==> src/rtl/dp_ram_pkg.sv <==
// Shared definitions for the single-clock dual-port RAM and its reader/writer engines.
// Holds the RAM read latency, default widths and the reader's state encoding.
package dp_ram_pkg;

    localparam int unsigned RamReadLatency = 1;
    localparam int unsigned DefAddrWidth   = 8;
    localparam int unsigned DefDataWidth   = 8;
    localparam int unsigned SkidDepth      = 2;

    typedef logic [1:0] rd_state_t;

    localparam rd_state_t StIdle  = 2'd0;
    localparam rd_state_t StRun   = 2'd1;
    localparam rd_state_t StDrain = 2'd2;

    // A new read may issue only if every word already owed to the buffer still fits
    // once this cycle's pop has been taken out.
    function automatic logic issue_allowed(input logic [1:0] count,
                                           input logic       pop,
                                           input logic       inflight);
        logic [2:0] load;
        load = 3'(count) - 3'(pop) + 3'(inflight);
        return load < 3'(SkidDepth);
    endfunction

endpackage

==> src/rtl/dp_ram_stream_reader_if.sv <==
// Valid/ready stream carrying RAM words with a last-beat flag.
interface dp_ram_stream_reader_if #(
    parameter int unsigned DATA_WIDTH = dp_ram_pkg::DefDataWidth
);

    logic [DATA_WIDTH-1:0] m_data;
    logic                  m_valid;
    logic                  m_ready;
    logic                  m_last;

    modport master (
        output m_data,
        output m_valid,
        output m_last,
        input  m_ready
    );

    modport slave (
        input  m_data,
        input  m_valid,
        input  m_last,
        output m_ready
    );

endinterface

==> src/rtl/stream_skid_buf.sv <==
// Two-entry valid/ready buffer. The writer must consult count_o before pushing;
// a push into a full buffer is not back-pressured.
module stream_skid_buf
    import dp_ram_pkg::*;
#(
    parameter int unsigned WIDTH = 9
) (
    input  logic             clk_i,
    input  logic             rst_ni,
    input  logic             flush_i,
    input  logic             in_valid_i,
    input  logic [WIDTH-1:0] in_data_i,
    output logic             out_valid_o,
    input  logic             out_ready_i,
    output logic [WIDTH-1:0] out_data_o,
    output logic [1:0]       count_o
);

    logic [WIDTH-1:0] mem_q [SkidDepth];
    logic             wr_ptr_q;
    logic             rd_ptr_q;
    logic [1:0]       count_q;
    logic [1:0]       count_d;
    logic             push;
    logic             pop;

    assign out_valid_o = (count_q != 2'd0);
    assign out_data_o  = mem_q[rd_ptr_q];
    assign count_o     = count_q;
    assign push        = in_valid_i & (count_q != 2'(SkidDepth));
    assign pop         = out_valid_o & out_ready_i;

    always_comb begin
        count_d = count_q;
        if (push && !pop) begin
            count_d = count_q + 2'd1;
        end else if (pop && !push) begin
            count_d = count_q - 2'd1;
        end
    end

    always_ff @(posedge clk_i or negedge rst_ni) begin
        if (!rst_ni) begin
            for (int i = 0; i < SkidDepth; i++) begin
                mem_q[i] <= '0;
            end
            wr_ptr_q <= 1'b0;
            rd_ptr_q <= 1'b0;
            count_q  <= 2'd0;
        end else if (flush_i) begin
            wr_ptr_q <= 1'b0;
            rd_ptr_q <= 1'b0;
            count_q  <= 2'd0;
        end else begin
            if (push) begin
                mem_q[wr_ptr_q] <= in_data_i;
                wr_ptr_q        <= ~wr_ptr_q;
            end
            if (pop) begin
                rd_ptr_q <= ~rd_ptr_q;
            end
            count_q <= count_d;
        end
    end

endmodule

==> src/rtl/dp_ram_stream_reader.sv <==
// Read-side engine for the dual-port RAM: turns a {base, count} command into a
// valid/ready word stream with a last-beat flag, tolerating consumer backpressure.
module dp_ram_stream_reader
    import dp_ram_pkg::*;
#(
    parameter int unsigned DATA_WIDTH = DefDataWidth,
    parameter int unsigned ADDR_WIDTH = DefAddrWidth
) (
    input  logic                  clk_i,
    input  logic                  rst_ni,
    input  logic                  start_i,
    input  logic [ADDR_WIDTH-1:0] start_addr_i,
    input  logic [ADDR_WIDTH:0]   length_i,
    input  logic                  abort_i,
    output logic                  busy_o,
    output logic                  done_o,
    output logic [ADDR_WIDTH-1:0] ram_addr_o,
    input  logic [DATA_WIDTH-1:0] ram_do_i,
    dp_ram_stream_reader_if.master m_if
);

    localparam logic [ADDR_WIDTH:0] CntOne = {{ADDR_WIDTH{1'b0}}, 1'b1};

    rd_state_t             state_q, state_d;
    logic [ADDR_WIDTH-1:0] ram_addr_q, ram_addr_d;
    logic [ADDR_WIDTH:0]   issue_cnt_q, issue_cnt_d;
    logic [ADDR_WIDTH:0]   beat_cnt_q, beat_cnt_d;
    logic                  inflight_q, inflight_d;
    logic                  inflight_last_q, inflight_last_d;
    logic                  done_q, done_d;

    logic                  busy;
    logic                  issue;
    logic                  pop;
    logic                  final_hs;
    logic                  flush;
    logic                  buf_valid;
    logic [DATA_WIDTH:0]   buf_out;
    logic [1:0]            buf_count;

    assign busy     = (state_q != StIdle);
    assign pop      = buf_valid & m_if.m_ready;
    assign final_hs = pop & (beat_cnt_q == CntOne);
    // A final handshake racing an abort wins: the transfer counts as complete.
    assign flush    = abort_i & busy & ~final_hs;
    assign issue    = (state_q == StRun) & ~abort_i & issue_allowed(buf_count, pop, inflight_q);

    always_comb begin
        state_d         = state_q;
        ram_addr_d      = ram_addr_q;
        issue_cnt_d     = issue_cnt_q;
        beat_cnt_d      = beat_cnt_q;
        inflight_d      = issue;
        inflight_last_d = issue & (issue_cnt_q == CntOne);
        done_d          = 1'b0;

        if (issue) begin
            ram_addr_d  = ram_addr_q + 1'b1;
            issue_cnt_d = issue_cnt_q - CntOne;
        end
        if (pop) begin
            beat_cnt_d = beat_cnt_q - CntOne;
        end

        case (state_q)
            StIdle: begin
                if (start_i) begin
                    if (length_i == '0) begin
                        done_d = 1'b1;
                    end else begin
                        state_d     = StRun;
                        ram_addr_d  = start_addr_i;
                        issue_cnt_d = length_i;
                        beat_cnt_d  = length_i;
                    end
                end
            end
            StRun: begin
                if (issue && (issue_cnt_q == CntOne)) begin
                    state_d = StDrain;
                end
            end
            StDrain: begin
                if (final_hs) begin
                    state_d = StIdle;
                    done_d  = 1'b1;
                end
            end
            default: state_d = StIdle;
        endcase

        if (flush) begin
            state_d         = StIdle;
            inflight_d      = 1'b0;
            inflight_last_d = 1'b0;
        end
    end

    always_ff @(posedge clk_i or negedge rst_ni) begin
        if (!rst_ni) begin
            state_q         <= StIdle;
            ram_addr_q      <= '0;
            issue_cnt_q     <= '0;
            beat_cnt_q      <= '0;
            inflight_q      <= 1'b0;
            inflight_last_q <= 1'b0;
            done_q          <= 1'b0;
        end else begin
            state_q         <= state_d;
            ram_addr_q      <= ram_addr_d;
            issue_cnt_q     <= issue_cnt_d;
            beat_cnt_q      <= beat_cnt_d;
            inflight_q      <= inflight_d;
            inflight_last_q <= inflight_last_d;
            done_q          <= done_d;
        end
    end

    stream_skid_buf #(
        .WIDTH(DATA_WIDTH + 1)
    ) u_skid (
        .clk_i       (clk_i),
        .rst_ni      (rst_ni),
        .flush_i     (flush),
        .in_valid_i  (inflight_q),
        .in_data_i   ({inflight_last_q, ram_do_i}),
        .out_valid_o (buf_valid),
        .out_ready_i (m_if.m_ready),
        .out_data_o  (buf_out),
        .count_o     (buf_count)
    );

    assign busy_o      = busy;
    assign done_o      = done_q;
    assign ram_addr_o  = ram_addr_q;
    assign m_if.m_valid = buf_valid;
    assign m_if.m_data  = buf_out[DATA_WIDTH-1:0];
    assign m_if.m_last  = buf_valid & buf_out[DATA_WIDTH];

endmodule

==> src/flat_wrapper.sv <==
// flat-port wrapper written by rule: the top's interface ports become plain ports
module dp_ram_stream_reader_flat import dp_ram_pkg::*;
#(
    parameter int unsigned DATA_WIDTH = DefDataWidth,
    parameter int unsigned ADDR_WIDTH = DefAddrWidth
)
  (clk_i, rst_ni, start_i, start_addr_i, length_i, abort_i, busy_o, done_o, ram_addr_o, ram_do_i, m_if_m_data, m_if_m_valid, m_if_m_last, m_if_m_ready);
  dp_ram_stream_reader_if #(.DATA_WIDTH(DATA_WIDTH)) m_if_i ();
  input  logic clk_i;
  input  logic rst_ni;
  input  logic start_i;
  input  logic [ADDR_WIDTH-1:0] start_addr_i;
  input  logic [ADDR_WIDTH:0] length_i;
  input  logic abort_i;
  output logic busy_o;
  output logic done_o;
  output logic [ADDR_WIDTH-1:0] ram_addr_o;
  input  logic [DATA_WIDTH-1:0] ram_do_i;
  output wire logic [$bits(m_if_i.m_data)-1:0] m_if_m_data;
  output wire logic [$bits(m_if_i.m_valid)-1:0] m_if_m_valid;
  output wire logic [$bits(m_if_i.m_last)-1:0] m_if_m_last;
  input wire logic [$bits(m_if_i.m_ready)-1:0] m_if_m_ready;
  assign m_if_m_data = m_if_i.m_data;
  assign m_if_m_valid = m_if_i.m_valid;
  assign m_if_m_last = m_if_i.m_last;
  assign m_if_i.m_ready = m_if_m_ready;
  dp_ram_stream_reader #(.DATA_WIDTH(DATA_WIDTH), .ADDR_WIDTH(ADDR_WIDTH)) u_core (.clk_i(clk_i), .rst_ni(rst_ni), .start_i(start_i), .start_addr_i(start_addr_i), .length_i(length_i), .abort_i(abort_i), .busy_o(busy_o), .done_o(done_o), .ram_addr_o(ram_addr_o), .ram_do_i(ram_do_i), .m_if(m_if_i));
endmodule
==> config.mk <==
export PLATFORM = sky130hd
export DESIGN_NAME = dp_ram_stream_reader_flat
export DESIGN_NICKNAME = d
export VERILOG_FILES = /design/src/rtl/dp_ram_pkg.sv /design/src/rtl/dp_ram_stream_reader_if.sv /design/src/rtl/stream_skid_buf.sv /design/src/rtl/dp_ram_stream_reader.sv /design/src/flat_wrapper.sv
export SDC_FILE = /design/constraint.sdc
export NUM_CORES = 1
export LEC_CHECK = 0
export CAP_MARGIN = 30
export CORE_MARGIN = 1
export CORE_UTILIZATION = 50
export CTS_CLUSTER_DIAMETER = 50
export DETAILED_ROUTE_END_ITERATION = 10
export DONT_BUFFER_PORTS = 1
export GPL_ROUTABILITY_DRIVEN = 0
export GPL_TIMING_DRIVEN = 1
export PLACE_DENSITY = 0.68
export RECOVER_POWER = 25
export SKIP_CTS_REPAIR_TIMING = 1
export SYNTH_ARGS = -nofsm -noshare
export SYNTH_HDL_FRONTEND = slang
export SYNTH_SLANG_ARGS = --single-unit
==> constraint.sdc <==
create_clock -name clk_i -period 2.6 [get_ports clk_i]
set_input_delay 0.52 -clock clk_i [delete_from_list [all_inputs] [get_ports clk_i]]
set_output_delay 0.52 -clock clk_i [all_outputs]
set_load 0.01 [all_outputs]
# Yosys cells after proc, flatten, opt, wreduce, memory -nomap -nowiden
# Cells that the tools add are included.
[totals]
ff_bits = 53
[classes]
bitwise = 16
muxes = 37
n_eq_ne = 9
order_cmp = 4
add_sub_neg = 7
reduce_logical = 15
[ops]
columns = ["op", "n"]
rows = [
  ["two-way mux 9 bit", 12],
  ["two-way mux 8 bit", 4],
  ["bitwise mux 18 bit", 1],
  ["== test 9 x 1 -> 1 bit (second input constant)", 2],
  ["subtractor 9 x 1 -> 9 bit (second input constant)", 2],
  ["two-way mux 2 bit", 8],
  ["bitwise AND 1 bit", 9],
  ["demux 9 bit (select 1 bit)", 1],
  ["zero test 9 bit", 1],
  ["two-way mux 1 bit", 9],
  ["inequality test 3 x 2 -> 1 bit (second input constant)", 3],
  ["adder 8 x 1 -> 8 bit (second input constant)", 1],
  ["nonzero test 2 bit", 4],
  ["case mux 2 bit (3 select lines)", 1],
  ["NOT 1 bit", 5],
  ["greater-or-equal comparator 2 bit (second input constant)", 2],
  ["logical AND 1 bit", 4],
  ["NOT 1 -> 2 bit", 2],
  ["AND reduction 4 bit", 1],
  ["adder 3 x 1 -> 3 bit", 1],
  ["< comparator 3 x 2 -> 1 bit (second input constant)", 1],
  ["inequality test 3 x 1 -> 1 bit (second input constant)", 1],
  ["nonzero test 3 bit", 1],
  ["subtractor 2 x 1 -> 3 bit", 1],
  ["10 further kinds", 11],
]

# Depth between registers and ports, before layout
# Gate-level depths: netlist of the first run.
[depth]
word_depth = 10
depth_mapped = 10

# Modules after synthesis
# A second synthesis of the first run with hierarchy kept.
[unflattened]
cells_unflattened = 255
area_unflattened_um2 = 2821.5
[by_module_without_submodules]
columns = ["module", "area_per_inst_um2", "instances", "seq_area_each_um2", "cells_per_inst"]
rows = [
  ["dp_ram_stream_reader", 1815.5, 1, 775.7, 184],
  ["stream_skid_buf", 1006.0, 1, 550.5, 71],
]

# Least setup slack after synthesis of the first run
# OpenSTA, ideal clock, no wires.
[synth_timing]
path_type = "reg-to-reg"
startpoint = "reg u_core.u_skid.count_q[1] (netlist: u_core.u_skid.count_o[1])"
endpoint = "reg u_core.ram_addr_q[5] (netlist: u_core.ram_addr_o[5])"
stages_incl_launch_ff = 10
t_arrival_ps = 2540
slack_ps = -22
setup_ps = 82
path_cell_list = "dfrtp_1 > o21a_1 > buf_2 > inv_1 > nor2_1 > fa_1 > and4bb_2 > nand2_2 > or4_1 > a31oi_1"
[synth_between]
elab_chain_len = 10
[synth_rtl]
columns = ["element", "line_no", "source"]
rows = [
  ["from (decl)", "stream_skid_buf.sv:22", "logic [1:0] count_q;"],
  ["from (signal assigned)", "stream_skid_buf.sv:62", "count_q <= count_d;"],
  ["nonzero test 2 bit", "stream_skid_buf.sv:27", "assign out_valid_o = (count_q != 2'd0);"],
  ["bitwise AND 1 bit", "dp_ram_stream_reader.sv:42", "assign pop = buf_valid & m_if.m_ready;"],
  ["subtractor 2 x 1 -> 3 bit *", "dp_ram_pkg.sv:22", "load = 3'(count) - 3'(pop) + 3'(inflight);"],
  ["adder 3 x 1 -> 3 bit *", "dp_ram_pkg.sv:22", ""],
  ["< comparator 3 x 2 -> 1 bit *", "dp_ram_pkg.sv:23", "return load < 3'(SkidDepth);"],
  ["bitwise AND 1 bit *", "dp_ram_stream_reader.sv:46", "assign issue = (state_q == StRun) & ~abort_i & issue_allowed(buf_count, pop, inflight_q);"],
  ["two-way mux 8 bit *", "dp_ram_stream_reader.sv:57", "if (issue) begin"],
  ["two-way mux 8 bit", "dp_ram_stream_reader.sv:68", "if (length_i == '0) begin"],
  ["two-way mux 8 bit", "dp_ram_stream_reader.sv:67", "if (start_i) begin"],
  ["two-way mux 8 bit *", "dp_ram_stream_reader.sv:65", "case (state_q)"],
  ["via u_core.ram_addr_d[5]", "dp_ram_stream_reader.sv:25", "logic [ADDR_WIDTH-1:0] ram_addr_q, ram_addr_d;"],
  ["to (signal assigned)", "dp_ram_stream_reader.sv:110", "ram_addr_q <= ram_addr_d;"],
  ["to (decl)", "dp_ram_stream_reader.sv:25", ""],
]
# The timed path passes the listed nets; every way through them passes the cells marked *.
# A chain may end at the register's enable or synchronous reset.

# Worst setup path after layout of the first run
[layout_timing]
startpoint = "reg u_core.u_skid.count_q[0] (netlist: u_core.u_skid.count_o[0])"
endpoint = "reg u_core.state_q[0]"
[layout_between]
elab_chain_len = 9
elab_cells_between_ends = 16
[layout_rtl]
columns = ["element", "line_no", "source"]
rows = [
  ["nonzero test 2 bit", "stream_skid_buf.sv:27", ""],
  ["bitwise AND 1 bit", "dp_ram_stream_reader.sv:42", ""],
  ["subtractor 2 x 1 -> 3 bit", "dp_ram_pkg.sv:22", ""],
  ["adder 3 x 1 -> 3 bit", "dp_ram_pkg.sv:22", ""],
  ["< comparator 3 x 2 -> 1 bit", "dp_ram_pkg.sv:23", ""],
  ["bitwise AND 1 bit", "dp_ram_stream_reader.sv:46", ""],
  ["logical AND 1 bit", "dp_ram_stream_reader.sv:79", "if (issue && (issue_cnt_q == CntOne)) begin"],
  ["inequality test 3 x 2 -> 1 bit (no source line)", "-", ""],
  ["AND reduction 4 bit (no source line)", "-", ""],
  ["to (signal assigned)", "dp_ram_stream_reader.sv:101", "state_q <= StIdle;"],
  ["to (signal assigned)", "dp_ram_stream_reader.sv:109", "state_q <= state_d;"],
  ["to (decl)", "dp_ram_stream_reader.sv:24", "rd_state_t state_q, state_d;"],
]
# Several ways; a longest one is shown, not always the timed one.

==> out/metrics.csv, run 1 <==
stage,metric,value,unit
status,status,"complete, no violations",
cells_and_area,final_cell_mix,"dfrtp_1, nor2_1, mux2_2",
yosys,synth.avg_cell_area,10.8,um2
routing,drc_errors,0,
cells_and_area,final_util,0.566,
worst_setup_path,end_kind,flip-flop,
place,dp_worst_setup_slack,0.172,ns
worst_hold_path,hold_class,primary input to flip-flop,
timing,slew_headroom,0.149,
flow_run,max_cap_viol_count,0,
yosys,synth_cell_types,41,
global_routing,grt_max_degree,54,
worst_setup_path,worst-path-buf-inv,2,
die,io_pins,50,
die,num_rows,26,
power_and_ir_drop,ir_drop,0.540,mV
routing,drt-pass1-iter-count,4,
cells_and_area,nNetsFinal,303,
cells_and_area,final_common_cell,dfrtp_1,
worst_setup_path,critPathTopFamily,simple AND/OR/NAND/NOR gates,
clocking,h-tree-depth,2,
global_routing,grt_pass1_wl,9.38,mm
timing,layout_min_cycle_time,2.39,ns
routing,vias_per_cell,5.68,
cells_and_area,fin_cells,337,
cells_and_area,multi_input_area,1370,um2
die,start_util,0.534,
global_routing,grtUsageTotal,0.201,
yosys,yosys.area.top_type_share,0.474,
worst_setup_path,startpoint_type,flip-flop,
worst_setup_path,required,2.77,ns
place,numPortBuffers,0,
routing,routedWlPerCell,16.3,um
timing,rsz0062_at_grt,false,
cells_and_area,fill_cells,450,
routing,vias,1915,
yosys,synth_nets,297,
worst_setup_path,crit_type,flip-flop to flip-flop,
timing,fin_worst_skew,0.00727,ns
yosys,synth.area.top_cells,"dfrtp_1, mux2_2, xor2_1",
power_and_ir_drop,p_total,3390,uW
clocking,cts_sinks,53,
worst_setup_path,slowest_delay,0.40,ns
timing,setup_ws,0.211,ns
place,dp_hpwl,3.96,mm
timing,worstMarginPinSlew,1.28,ns
timing,fin_crit_sh,0.919,
cells_and_area,drive_gt1_frac,0.191,
die,die_x,76.8,um
worst_setup_path,cp_data_arrival_time,2.55,ns
die,die-area,5900,um2
yosys,yosys_warnings,0,
die,core,5240,um2
yosys,synth_largest_area_cell,dfrtp_1,
clocking,cts_made_buffers,5,
clocking,root_buffer,clkbuf_8,
power_and_ir_drop,p_leak,0.00123,uW
timing,slew_violations,0,
routing,postRouteAntennaNets,0,
yosys,synth-seq-cells,53,
cells_and_area,regArea,1330,um2
timing,clock.fmax,0.419,GHz
clocking,worstSkewPairLatency,0.31,ns
place,dp.cells,328,
yosys,post_synth_inst_count,260,
global_routing,antenna_found_initial,0,
power_and_ir_drop,p_per_area,1140,nW/um2
worst_setup_path,worst_path_max_delay_cell,fa_1,
clocking,cts_tree,done,
worst_setup_path,crit_path_max_fanout,6,
timing,setup_viol,0,
yosys,synthesis.area,2800,um2
routing,wirelength,5.50,mm
global_routing,overflow,0,
worst_setup_path,crit_chain,"o21a_1, inv_1, nor2_1, fa_1, xnor2_1, nand2_2, buf_4, nor3_1, o41ai_1",
die,die_height,76.8,um
timing,tns,0,ns
clocking,cts_buffer_depth,2,
clocking,clk_pin_slew,0.09,ns
global_routing,grt_pass1_vias,1976,
yosys,synth-seq-area-share,0.474,
routing,drt_iter0_markers,99,
cells_and_area,areaGrowthSynthToFinish,6.04,%
cells_and_area,diodes,0,
timing,hold_viol_final,0,
==> through the flow <==
| stage | hold slack, ns | instance area [um2] |
|---|---|---|
| final | 0.330 | 2970 |
| after global routing | 0.321 | 2970 |
| after CTS | -0.113 | 2960 |
| after detailed placement | 0.225 | 2880 |
| after global placement | 0.226 | 2880 |
| after floorplan | 0.224 | 2800 |
==> Yosys cell counts, drive strengths merged <==
cell	count
mux2i	2
nand2	11
dfrtp	53
or3b	1
o21ai	11
and3	3
o31ai	3
nand4	10
o41ai	1
nor3b	2
clkbuf	2
o21a	1
nor2b	2
mux2	28
or4	3
and4bb	1
nor3	8
nand4b	1
xor2	22
fa	1
nand3	10
buf	7
xnor2	4
a31oi	4
a31o	2
ha	6
or3	1
nor2	28
nor4	2
a41oi	1
a21oi	17
inv	11
and4	1
==> where the power goes <==
group / total (uW) / leakage [uW] / internal (uW) / switching, uW
registers: 1570 / 0.000640 / 1180 / 389
logic: 1370 / 0.000556 / 635 / 732
clock network: 459 / 0.0000385 / 191 / 267
total: 3390 / 0.00123 / 2010 / 1390
==> layout make-up <==
| type | count | area share |
|---|---|---|
| Sequential cell | 53 | 0.447 |
| Multi-Input combinational cell | 187 | 0.462 |
| Inverter | 11 | 0.0139 |
| Clock buffer | 7 | 0.0257 |
| Timing Repair Buffer | 8 | 0.0194 |
| Clock inverter | 1 | 0.00253 |
| Tap cell | 70 | 0.0295 |
==> routing by layer <==
layer,vias to the layer above,track usage,wire (um),part of all wire
met4,0,0.0731,108,0.020
met5,-,0,0,0
met3,9,0.0452,324,0.059
met1,924,0.257,2430,0.44
li1,926,-,-,-
met2,56,0.333,2640,0.48
==> final timing paths <==
path | startpoint | to | slack (ns) | cells past startpoint
max | u_core.u_skid.count_o[0]$_DFFE_PN0P_ | u_core.state_q[0]$_DFFE_PN0P_ | 0.21 | 9
min | start_addr_i[1] | u_core.ram_addr_o[1]$_DFF_PN0_ | 0.33 | 2
max reg2reg | u_core.u_skid.count_o[0]$_DFFE_PN0P_ | u_core.state_q[0]$_DFFE_PN0P_ | 0.21 | 9
min reg2reg | u_core.u_skid.mem_q[0]$_DFFE_PN0P_ | u_core.u_skid.mem_q[0]$_DFFE_PN0P_ | 0.50 | 1
max in group asynchronous | rst_ni | u_core.inflight_q$_DFF_PN0_ | 1.35 | 1
min in group asynchronous | rst_ni | u_core.u_skid.wr_ptr_q$_DFFE_PN0P_ | 0.48 | 1
==> state kept, by name (all words and copies together) (netlist names) <==
register / cells
u_core.beat_cnt_q: 9
u_core.done_o: 1
u_core.inflight_last_q: 1
u_core.inflight_q: 1
u_core.issue_cnt_q: 9
u_core.ram_addr_o: 8
u_core.state_q: 2
u_core.u_skid.count_o: 2
u_core.u_skid.mem_q: 18
u_core.u_skid.rd_ptr_q: 1
u_core.u_skid.wr_ptr_q: 1
==> logic make-up after synthesis <==
logic type                 count (synthesis)  share of synthesized area
xor gates and xnor gates                  26                     0.0814
AOI/OAI and AO/OA                         40                     0.0890
muxes                                     30                      0.120
adders and majority gates                  7                     0.0340
and+or+nand+nor                           84                      0.165
buffers and inverters                     20                     0.0362
DFF                                       53                      0.474
No activity file was read; power rests on OpenSTA's default activity.
==> run 2: changes to the inputs <==
--- a/config.mk
+++ b/config.mk
@@ -8,11 +8,10 @@
 export CAP_MARGIN = 30
 export CORE_MARGIN = 1
-export CORE_UTILIZATION = 50
+export CORE_UTILIZATION = 47
 export CTS_CLUSTER_DIAMETER = 50
 export DETAILED_ROUTE_END_ITERATION = 10
-export DONT_BUFFER_PORTS = 1
 export GPL_ROUTABILITY_DRIVEN = 0
 export GPL_TIMING_DRIVEN = 1
-export PLACE_DENSITY = 0.68
+export PLACE_DENSITY = 0.75
 export RECOVER_POWER = 25
 export SKIP_CTS_REPAIR_TIMING = 1
==> constraint.sdc (replaced) <==
create_clock -name clk_i -period 2.6 [get_ports clk_i]
set_input_delay 0.52 -clock clk_i [delete_from_list [all_inputs] [get_ports clk_i]]
set_output_delay 0.52 -clock clk_i [all_outputs]
set_load 0.02 [all_outputs]
==> run 2 against run 1 <==
  * Sequential power about the same
  * Worst setup slack got worse by 0.030 ns
  * Maximum frequency decreased by 1.3%
==> out/metrics.csv, run 2 (synthesis gave the netlist of run 1 again) <==
stage,metric,value,unit,change
status,status,"complete, no violations",,unchanged
die,start_util,0.499,,was 0.534
routing,vias_per_cell,5.41,,was 5.68
worst_hold_path,hold_class,flip-flop to flip-flop,,was primary input to flip-flop
worst_setup_path,required,2.08,ns,was 2.77 ns
power_and_ir_drop,p_leak,0.00152,uW,was 0.00123 uW
timing,fin_worst_skew,0.00709,ns,was 0.00727 ns
clocking,root_buffer,clkbuf_8,,unchanged
worst_setup_path,critical_path_depth,2,,was 9
die,die-area,6260,um2,was 5900 um2
power_and_ir_drop,p_total,4110,uW,was 3390 uW
die,num_rows,27,,was 26
worst_setup_path,worst-path-buf-inv,1,,was 2
routing,drc_errors,0,,unchanged
cells_and_area,fin_cells,402,,was 337
worst_setup_path,end_kind,output pin,,was flip-flop
routing,wirelength,5.84,mm,was 5.50 mm
die,die_height,79.1,um,was 76.8 um
die,die_x,79.1,um,was 76.8 um
worst_setup_path,crit_path_max_fanout,10,,was 6
power_and_ir_drop,p_per_area,1140,nW/um2,about the same
worst_setup_path,cp_data_arrival_time,1.90,ns,was 2.55 ns
routing,drt-pass1-iter-count,4,,unchanged
timing,fin_crit_sh,0.931,,was 0.919
routing,drt_iter0_markers,94,,was 99
place,dp.cells,393,,was 328
cells_and_area,final_cell_mix,"dfrtp_1, clkdlybuf4s50_1, nor2_1",,"was dfrtp_1, nor2_1, mux2_2"
timing,slew_headroom,0.0539,,was 0.149
worst_setup_path,crit_type,flip-flop to output pin,,was flip-flop to flip-flop
routing,vias,2176,,was 1915
global_routing,overflow,0,,unchanged
cells_and_area,regMostFlops,u_core.u_skid.mem_q,,unchanged
worst_setup_path,slowest_delay,0.66,ns,was 0.40 ns
worst_setup_path,startpoint_type,flip-flop,,unchanged
routing,met2WireLength,2.94,mm,was 2.64 mm
cells_and_area,final_util,0.643,,was 0.566
timing,layout_min_cycle_time,2.42,ns,was 2.39 ns
worst_setup_path,critPathTopFamily,flip-flops,,was simple AND/OR/NAND/NOR gates
cells_and_area,drive_gt1_frac,0.203,,was 0.191
place,numPortBuffers,49,,was 0
timing,clock.fmax,0.413,GHz,was 0.419 GHz
flow_run,max_cap_viol_count,0,,unchanged
timing,hold_viol_final,0,,unchanged
clocking,clk_pin_slew,0.09,ns,about the same
clocking,worstSkewPairLatency,0.31,ns,about the same
die,io_pins,50,,unchanged
worst_setup_path,rr_worst_depth,8,,was 9
routing,postRouteAntennaNets,0,,unchanged
global_routing,grt_pass1_wl,9.99,mm,was 9.38 mm
global_routing,grt_max_degree,28,,was 54
worst_setup_path,crit_chain,"mux2_2, clkdlybuf4s50_1",,"was o21a_1, inv_1, nor2_1, fa_1, xnor2_1, nand2_2, buf_4, nor3_1, o41ai_1"
die,core,5610,um2,was 5240 um2
global_routing,antenna_found_initial,0,,unchanged
routing,route.met3.wl,281,um,was 324 um
cells_and_area,final_common_cell,dfrtp_1,,unchanged
clocking,cts_made_buffers,5,,unchanged
routing,top_layer,met4,,unchanged
clocking,cts_tree,done,,unchanged
timing,slew_violations,0,,unchanged
global_routing,grt_pass1_vias,2277,,was 1976
clocking,cts_buffer_depth,2,,unchanged
routing,routedWlPerCell,14.5,um,was 16.3 um
timing,setup_viol,0,,unchanged
routing,wl_met1,2.58,mm,was 2.43 mm
cells_and_area,diodes,0,,unchanged
power_and_ir_drop,ir_drop,0.730,mV,was 0.540 mV
clocking,cts_sinks,53,,unchanged
global_routing,grtUsageTotal,0.206,,was 0.201
timing,rsz0062_at_grt,false,,unchanged
cells_and_area,areaGrowthSynthToFinish,29.0,%,was 6.04%
worst_setup_path,worst_path_max_delay_cell,dfrtp_1,,was fa_1
worst_hold_path,hold_depth,1,,was 2
clocking,h-tree-depth,2,,unchanged
place,dp_hpwl,4.33,mm,was 3.96 mm
cells_and_area,largest_reg_flops,18,,unchanged
cells_and_area,reg_top3,"u_core.u_skid.mem_q: 18 flops, u_core.beat_cnt_q: 9 flops, u_core.issue_cnt_q: 9 flops",,unchanged
cells_and_area,nNetsFinal,366,,was 303
timing,worstMarginPinSlew,1.42,ns,was 1.28 ns
==> run 2: cell count changes in the layout (fill, tap and decap cells not counted) <==
cell,before,now
clkdlybuf4s50_1,0,47
buf_4,7,20
buf_12,0,1
bufinv_16,0,1
clkbuf_2,1,0
clkinv_4,0,1
dlymetal6s2s_1,0,1
nor3_1,5,4
nor3_2,1,2
==> run 2: per-stage QoR <==
| step | TNS [ns] | cell area [um2] | hold WS, ns | setup slack [ns] |
|---|---|---|---|---|
| after global routing | 0 | 3610 | 0.527 | 0.114 |
| after floorplan | -0.0147 | 2800 | 0.224 | -0.00736 |
| final | 0 | 3610 | 0.488 | 0.180 |
| after global placement | -2.14 | 3480 | 0.465 | -0.231 |
| after detailed placement | -3.04 | 3480 | 0.468 | -0.288 |
| after CTS | 0 | 3600 | 0.221 | 0.0394 |
==> run 2: cell type report <==
cell class,instances,area (um2)
clock inverters,3,46.3
clock buffers,5,68.8
repair buffers,71,661
fillers,475,2000
inverters,11,41.3
flip-flops and latches,53,1330
multi-input cells,187,1370
well taps,72,90.1
==> run 2: metal layers <==
metal	GRT usage	up-vias
li1	-	1054
met1	0.251	1058
met2	0.370	59
met3	0.0368	5
met4	0.0582	0
met5	0	-
==> run 2: report_power, final <==
group          switching, uW  internal [uW]
logic                    969           1040
clock network            277            288
registers                361           1180
total                   1610           2500
==> run 2: worst paths after layout <==
check / from / endpoint / slack [ns]
worst max-delay path: u_core.u_skid.rd_ptr_q$_DFFE_PN0P_ / m_if_m_data[3] / 0.18
worst min register to register: u_core.u_skid.mem_q[0]$_DFFE_PN0P_ / u_core.u_skid.mem_q[0]$_DFFE_PN0P_ / 0.49
min in group asynchronous: rst_ni / u_core.u_skid.mem_q[9]$_DFFE_PN0P_ / 0.53
worst max register to register: u_core.u_skid.count_o[0]$_DFFE_PN0P_ / u_core.ram_addr_o[7]$_DFF_PN0_ / 0.27
worst min-delay path: u_core.u_skid.mem_q[0]$_DFFE_PN0P_ / u_core.u_skid.mem_q[0]$_DFFE_PN0P_ / 0.49
max in group asynchronous: rst_ni / u_core.beat_cnt_q[0]$_DFF_PN0_ / 0.82
==> run 3: changes to the inputs <==
- CAP_MARGIN: 30 -> default
==> results of run 3 <==
No change in the layout: final DEF, timing and power equal those of run 2.
